--- src/rtl/arb_sched_pkg.sv ---
// Shared types and helpers for the quantum round-robin scheduler and its picker.
package arb_sched_pkg;

  localparam int DEF_NUM_REQS = 2;
  localparam int DEF_QWID     = 2;
  // Widest one-hot the helper can build; callers truncate to their own width.
  localparam int OH_MAXW      = 32;

  typedef enum logic [1:0] {
    IDLE  = 2'd0,
    ARB   = 2'd1,
    SERVE = 2'd2
  } state_t;

  function automatic logic [OH_MAXW-1:0] onehot(input int unsigned idx);
    return OH_MAXW'(1) << idx;
  endfunction

endpackage

--- src/rtl/quantum_rr_scheduler_rr_pick.sv ---
// Combinational rotating-priority picker: first set bit of i_elig at or after
// i_ptr, wrapping modulo N. Reusable by any arbiter needing fair selection.
module rr_pick #(
  parameter int N  = 2,
  parameter int IW = 1
) (
  input  logic [N-1:0]  i_elig,
  input  logic [IW-1:0] i_ptr,
  output logic          o_found,
  output logic [IW-1:0] o_idx
);

  logic [2*N-1:0] w_dbl;
  logic [N-1:0]   w_rot;

  // Rotate so bit 0 corresponds to the requester at i_ptr.
  assign w_dbl = {i_elig, i_elig} >> i_ptr;
  assign w_rot = w_dbl[N-1:0];

  // Scan from the far end so the nearest eligible requester wins.
  always_comb begin
    o_found = 1'b0;
    o_idx   = '0;
    for (int k = N - 1; k >= 0; k--) begin
      if (w_rot[k]) begin
        o_found = 1'b1;
        o_idx   = IW'((int'(i_ptr) + k) % N);
      end
    end
  end

endmodule

--- src/rtl/quantum_rr_scheduler.sv ---
// Quantum-weighted round-robin scheduler: the owner may pop up to its latched
// quantum consecutively, then ownership rotates via a one-cycle ARB state.
module quantum_rr_scheduler
  import arb_sched_pkg::*;
#(
  parameter int NUM_REQS = DEF_NUM_REQS,
  parameter int QWID     = DEF_QWID,
  parameter int IDXW     = $clog2(NUM_REQS)
) (
  input  logic                     clk,
  input  logic                     rst,
  input  logic                     start,
  input  logic [NUM_REQS-1:0]      reqs,
  input  logic [NUM_REQS-1:0]      empty,
  input  logic [NUM_REQS*QWID-1:0] quantums,
  output logic [NUM_REQS-1:0]      pop,
  output logic [IDXW-1:0]          grant_idx,
  output logic                     busy,
  output logic [QWID-1:0]          credit
);

  state_t                          r_state, w_next;
  logic [IDXW-1:0]                 r_ptr, r_owner;
  logic [QWID-1:0]                 r_credit;
  logic [NUM_REQS-1:0][QWID-1:0]   r_qreg;

  logic [NUM_REQS-1:0]             w_elig;
  logic                            w_found;
  logic [IDXW-1:0]                 w_pick;
  logic                            w_own_ok;
  logic                            w_leave;
  logic [IDXW-1:0]                 w_ptr_nxt;

  // A requester with quantum 0 is never eligible, so it is never served.
  for (genvar g = 0; g < NUM_REQS; g++) begin : g_elig
    assign w_elig[g] = reqs[g] & ~empty[g] & (r_qreg[g] != '0);
  end

  rr_pick #(.N(NUM_REQS), .IW(IDXW)) u_pick (
    .i_elig  (w_elig),
    .i_ptr   (r_ptr),
    .o_found (w_found),
    .o_idx   (w_pick)
  );

  // Owner can pop only while it still requests and its FIFO has data.
  assign w_own_ok  = reqs[r_owner] & ~empty[r_owner];
  assign w_leave   = ~w_own_ok | (r_credit == QWID'(1));
  assign w_ptr_nxt = (r_owner == IDXW'(NUM_REQS - 1)) ? '0 : r_owner + IDXW'(1);

  // State register.
  always_ff @(posedge clk) begin
    if (!rst) r_state <= IDLE;
    else      r_state <= w_next;
  end

  // Next-state: ARB is always at least one cycle; SERVE exits on last credit or stall.
  always_comb begin
    w_next = r_state;
    case (r_state)
      IDLE:    if (start)   w_next = ARB;
      ARB:     if (w_found) w_next = SERVE;
      SERVE:   if (w_leave) w_next = ARB;
      default:              w_next = IDLE;
    endcase
  end

  // Outputs: pop is gated so an empty FIFO is never popped.
  always_comb begin
    pop  = '0;
    busy = (r_state == SERVE);
    if (r_state == SERVE && w_own_ok) pop = NUM_REQS'(onehot(32'(r_owner)));
  end

  assign grant_idx = r_owner;
  assign credit    = r_credit;

  // Datapath: latch quantums once, load credit on grant, burn it down on pops.
  always_ff @(posedge clk) begin
    if (!rst) begin
      r_ptr    <= '0;
      r_owner  <= '0;
      r_credit <= '0;
      r_qreg   <= '0;
    end else begin
      case (r_state)
        IDLE: if (start) r_qreg <= quantums;
        ARB: if (w_found) begin
          r_owner  <= w_pick;
          r_credit <= r_qreg[w_pick];
        end
        SERVE: begin
          if (w_leave) begin
            r_credit <= '0;
            r_ptr    <= w_ptr_nxt;
          end else begin
            r_credit <= r_credit - QWID'(1);
          end
        end
        default: ;
      endcase
    end
  end

endmodule

--- config.mk ---
export PLATFORM = sky130hd
export DESIGN_NAME = quantum_rr_scheduler
export DESIGN_NICKNAME = d
export VERILOG_FILES = /design/src/rtl/arb_sched_pkg.sv /design/src/rtl/quantum_rr_scheduler_rr_pick.sv /design/src/rtl/quantum_rr_scheduler.sv
export SDC_FILE = /design/constraint.sdc
export NUM_CORES = 1
export LEC_CHECK = 0
export CORE_AREA = 2 2 39 41
export CTS_BUF_LIST = sky130_fd_sc_hd__clkbuf_16
export CTS_CLUSTER_DIAMETER = 30
export CTS_CLUSTER_SIZE = 40
export DETAILED_ROUTE_END_ITERATION = 16
export DIE_AREA = 0 0 41 43
export PLACE_DENSITY = 0.81
export SETUP_SLACK_MARGIN = 0.4
export SLEW_MARGIN = 20
export SYNTH_ARGS = -nofsm -noshare
export SYNTH_HDL_FRONTEND = slang
export SYNTH_HIERARCHICAL = 1
export SYNTH_SLANG_ARGS = --single-unit
--- constraint.sdc ---
create_clock -name clk -period 3 [get_ports clk]
set_clock_uncertainty 0.15 [all_clocks]
set_input_delay 0.3 -clock clk [delete_from_list [all_inputs] [get_ports clk]]
set_output_delay 0.3 -clock clk [all_outputs]
set_load 0.01 [all_outputs]
Word level (Yosys, flattened, before mapping):

Cells that the tools add are included.

* logic and storage cells: 58
* latch bits: 0
* input bits: 11
* ROM bits: 0
* memories kept: 0
* register bits: 10
* output and inout port bits: 6
* bits in writable memories: 0

* reductions and logical operators: 10
* add/sub/neg operators: 3
* bitwise gates (word level): 10
* multipliers: 0
* magnitude comparators: 2
* equality and inequality tests: 6
* shift-type cells: 2
* div/mod/pow operators: 0
* multiplexer cells: 19

Operator list (number)
* two-way mux 2 bit: 8
* two-way mux 1 bit: 9
* AND reduction 2 bit: 4
* case mux 2 bit (3 select lines): 1
* nonzero test 2 bit: 3
* bitwise AND 1 bit: 5
* equality test 2 x 1 -> 1 bit (second input constant): 2
* less-than comparator 1 x 2 -> 1 bit (second input constant): 2
* != test 2 x 1 -> 1 bit (second input constant): 2
* inverter 1 bit: 4
* case mux 2 bit (2 select lines): 1
* right shift 4 x 1 -> 2 bit: 1
* AND reduction 3 bit: 1
* adder 1 bit (second input constant): 2
* equality test 2 bit (second input constant): 1
* logical NOT 2 bit: 1
* != test 2 bit (second input constant): 1
* left shift 1 x 1 -> 2 bit (first input constant): 1
* subtractor 2 x 1 -> 2 bit (second input constant): 1
* logical AND 1 bit: 1
* OR 1 bit: 1

Depth between registers and ports, before layout:

* depth in word-level cells: 10
* gate-level depth with buffers: 7
* depth with buffers taken out: 6

Modules after synthesis:

Netlist, hierarchy kept.

Modules (own cells, without submodules)
* quantum_rr_scheduler: instances 1, seq. area each 200.2 sq um, area each 545.5 sq um, cells an instance 58
* rr_pick: instances 1, seq. area each 0.0 sq um, area each 17.5 sq um, cells an instance 3

Worst setup path after synthesis:

No wires, ideal clock.

* kind: input port to flip-flop
* start: in reqs[1]
* end: reg r_credit[1], in the netlist credit[1]
* setup time: 0.122 ns
* data required time: 2.728 ns
* path buffers: 0
* path slack: 1.349 ns
* arrival: 1.379 ns
* stages on the path: 6
* path through: nor2b_1 o21a_1 a21boi_1 mux2_2 mux2i_1 o22ai_1

* cells in the longest elaborated chain, start to end: 9
* elaborated cells on any way between the ends: 19
* those cells by class: eq/ne: 1; shift: 1; mux: 11; bitwise: 5; reduce/logical: 1

RTL lines
* start, declared: line quantum_rr_scheduler.sv:13 `input logic [NUM_REQS-1:0] reqs,`
* bitwise AND 1 bit * (2 in a row): line quantum_rr_scheduler.sv:36 `assign w_elig[g] = reqs[g] & ~empty[g] & (r_qreg[g] != '0);`
* named net w_elig[1]: line quantum_rr_scheduler.sv:27 `logic [NUM_REQS-1:0] w_elig;`
* right shift 4 x 1 -> 2 bit *: line quantum_rr_scheduler_rr_pick.sv:17 `assign w_dbl = {i_elig, i_elig} >> i_ptr;`
* two-way mux 1 bit: line quantum_rr_scheduler_rr_pick.sv:25 `if (w_rot[k]) begin`
* two-way mux 1 bit *: line quantum_rr_scheduler_rr_pick.sv:25
* named net w_pick: line quantum_rr_scheduler.sv:29 `logic [IDXW-1:0] w_pick;`
* two-way mux 2 bit (not written as such) * (2 in a row): line quantum_rr_scheduler.sv:90 `r_credit <= r_qreg[w_pick];`
* two-way mux 2 bit *: line quantum_rr_scheduler.sv:88 `ARB: if (w_found) begin`
* case mux 2 bit (2 select lines) *: line quantum_rr_scheduler.sv:86 `case (r_state)`
* end signal, assigned: line quantum_rr_scheduler.sv:90
* end signal, assigned: line quantum_rr_scheduler.sv:97 `r_credit <= r_credit - QWID'(1);`
* end, declared: line quantum_rr_scheduler.sv:24 `logic [QWID-1:0] r_credit;`

Mark *: on every way through the listed nets, which the timed path passes. The rest lies on a longest branch. The select of a mux whose other input is x is not followed.
A chain may end at the register's enable or synchronous reset.

Final worst setup path:

* start: reg r_state[0]
* end: out pop[1]

* cells in the longest elaborated chain, start to end: 3

RTL lines
* start, declared: line quantum_rr_scheduler.sv:22 `state_t r_state, w_next;`
* start signal, assigned: line quantum_rr_scheduler.sv:54 `else r_state <= w_next;`
* equality test 2 bit: line quantum_rr_scheduler.sv:72 `if (r_state == SERVE && w_own_ok) pop = NUM_REQS'(onehot(32'(r_owner)));`
* logical AND 1 bit: line quantum_rr_scheduler.sv:72
* two-way mux 2 bit: line quantum_rr_scheduler.sv:72
* end, declared: line quantum_rr_scheduler.sv:16 `output logic [NUM_REQS-1:0] pop,`

Every way passes these cells.

==> results.ini <==
[timing]
fmax_mhz=442
finalSetupViolCount=0
layout_setup_ws_ns=0.736
final_max_slew_viol_count=0
tns_ns=0
tightest_slew_ns=0.403
hold_viol=0
period_minus_slack_ns=2.26
fin_crit_sh=0.755
rsz0062_at_grt=false
slew_headroom=0.730

[synthesis]
yosys_warnings=6
synth_area_leaders=dfxtp_1, mux2i_1, nor2b_1
synth_area_leader_cell=dfxtp_1
synth_cell_type_count=28
avgSynthCellArea_sq_um=9.23
synth.most_common_cell=dfxtp_1
synth_edf_count=0
yosys_most_used_dff=dfxtp_1
synth_seq_cells=10
synth_area_sq_um=563
synth_common_cells=dfxtp_1, mux2i_1, nor2b_1, nand2_1, inv_1
syn_inst=61
synth-seq-area-share=0.356
synth_nets=73
synthArstFlopShare=0
synth_top_cell_area_share=0.356

[grt]
grt_pass1_wl_microns=1880
grt_pass1_vias=475
track_usage=0.165
grt_overflow=0
grt_max_degree=14
antenna_found_initial=0

[setup_path]
crit_path_max_fanout=8
worstPathArrival_ns=1.81
worstPathRequired_ns=2.55
end_kind=output port
crit_type=register to output port
startpoint_type=register

[layout]
fill_cells=123
antenna_cells=0
fin_nets=92
multiInputGateArea_sq_um=340
drive_gt1_frac=0.103
final_area_sq_um=811
area_growth_pct=44.0
regArea_sq_um=200

[power_and_ir_drop]
switching_power_mw=0.0788
swShare=0.188
p_per_area_nw_per_um2=518
comb_power_share=0.112
pwr-share-seq=0.344
total_power_mw=0.420
clock_power_share=0.543
p_leak_nw=0.300
intPower_mw=0.341
vdd_ir_drop_max_mv=0.562

[die]
fp.dieArea_sq_um=1760
initial_utilization=0.407
io_pins=17
die_x_microns=41
die_y_microns=43
core_area_sq_um=1380
row_count=14

[clock_tree]
htree_levels=1
cts.path.max_buffers=2
clk_root_buffer_cell=clkbuf_16
worstSkewPairLatency_ns=0.23
postCtsSetupBuffers=0
cts_sinks=10
cts_tree=done
postCtsResizedCells=0
holdBufCountCts=0
numCtsBuffers=3
clk_pin_slew_ns=0.04

[placement]
pre_cts_ws_ns=0.715
portBuffers=16
hpwl_microns=897
placed_area_sq_um=736
gp_congestion=0.790

[run_status]
status=finished clean

[hold_path]
holdCritPathClass=register to register

[detailed_routing]
wl_per_cell_microns=12.5
num_vias=491
drtAntennaViolNets=0
avgViaCountPerCell=5.22
drc=0
drt_wl_total_microns=1170
drt_iter0_drc=7
drtPass1Iterations=4

[job]
maxCapViolCount=0

-- state kept, by name, indices dropped and copies added (netlist names) --
name	cells
credit	2
grant_idx	1
r_ptr	1
r_qreg	4
r_state	2
-- per-layer routing --
layer  vias to the layer above  GRT usage  share of wire
li1                        251          -              -
met1                       233      0.175           0.45
met2                         7      0.250           0.51
met3                         0     0.0942          0.038
met4                         0     0.0800              0
met5                         -          0              0
-- placed cells by master (no fill, tap or decap) --
cell,netlist,final
nand3_1,1,1
nor3b_2,1,1
nand2b_1,1,1
a21o_1,1,1
nor2b_1,7,7
clkbuf_16,0,3
inv_1,3,3
nor2_1,2,2
o221a_2,1,1
a21boi_1,1,1
and3_2,1,1
o21ai_0,1,1
a21boi_0,1,1
or2_1,1,1
nand3b_1,2,2
mux2_2,2,2
mux2i_1,8,8
nand2_1,4,4
nor3_1,1,1
a32o_1,1,1
and3b_1,1,1
o21a_1,1,1
ha_1,1,1
nor3b_1,2,2
dfxtp_1,10,10
clkinv_1,1,1
o22ai_1,2,2
clkdlybuf4s50_1,0,16
or3b_1,1,1
-- area by class of cell --
| type | count | share of cell area |
|---|---|---|
| tap | 16 | 0.0247 |
| multi-input combinational | 45 | 0.420 |
| timing repair buffer | 16 | 0.198 |
| inverter | 4 | 0.0185 |
| clock buffer | 3 | 0.0926 |
| sequential | 10 | 0.247 |
-- worst paths after layout --
path         depth (start not counted)   endpoint  startpoint  slack [ns]
min reg2reg                          2  r_qreg[2]   r_qreg[2]        0.39
max                                  4     pop[1]  r_state[0]        0.74
max reg2reg                          6  credit[1]   r_qreg[1]        1.30
min                                  2  r_qreg[2]   r_qreg[2]        0.39
-- worst max-delay path: stages (launching register included) --
cell and delay (ns):
dfxtp_1 0.38, nand2b_1 0.22, clkinv_1 0.24, and3_2 0.27
clkdlybuf4s50_1 0.47
-- cells by family after synthesis --
| kind of cell | count (synthesis) | share of synthesized area |
|---|---|---|
| adder cells (fa/ha/maj) | 1 | 0.0222 |
| multiplexers | 10 | 0.182 |
| AND/OR/NAND/NOR | 25 | 0.278 |
| buffers and inverters | 6 | 0.0400 |
| flip-flops | 10 | 0.356 |
| AO/OA/AOI/OAI | 9 | 0.122 |
-- per-stage QoR --
step / instances / utilization / hold slack (ns)
after floorplan: 61 / - / 0.319
after global placement: 91 / 0.532 / 0.384
after detailed placement: 91 / 0.532 / 0.388
after CTS: 94 / 0.586 / 0.391
after global routing: 94 / 0.586 / 0.412
final: 94 / 0.586 / 0.389
-- power groups by stage --
| stage | sequential, mW | combinational [mW] | clock (mW) |
|---|---|---|---|
| final | 0.145 | 0.0471 | 0.228 |
| after global routing | 0.145 | 0.0512 | 0.244 |
| after CTS | 0.145 | 0.0473 | 0.234 |
| after detailed placement | 0.147 | 0.0471 | 0 |
| after global placement | 0.147 | 0.0463 | 0 |
| after floorplan | 0.146 | 0.0276 | 0 |
Power figures use the tool's default switching activity.
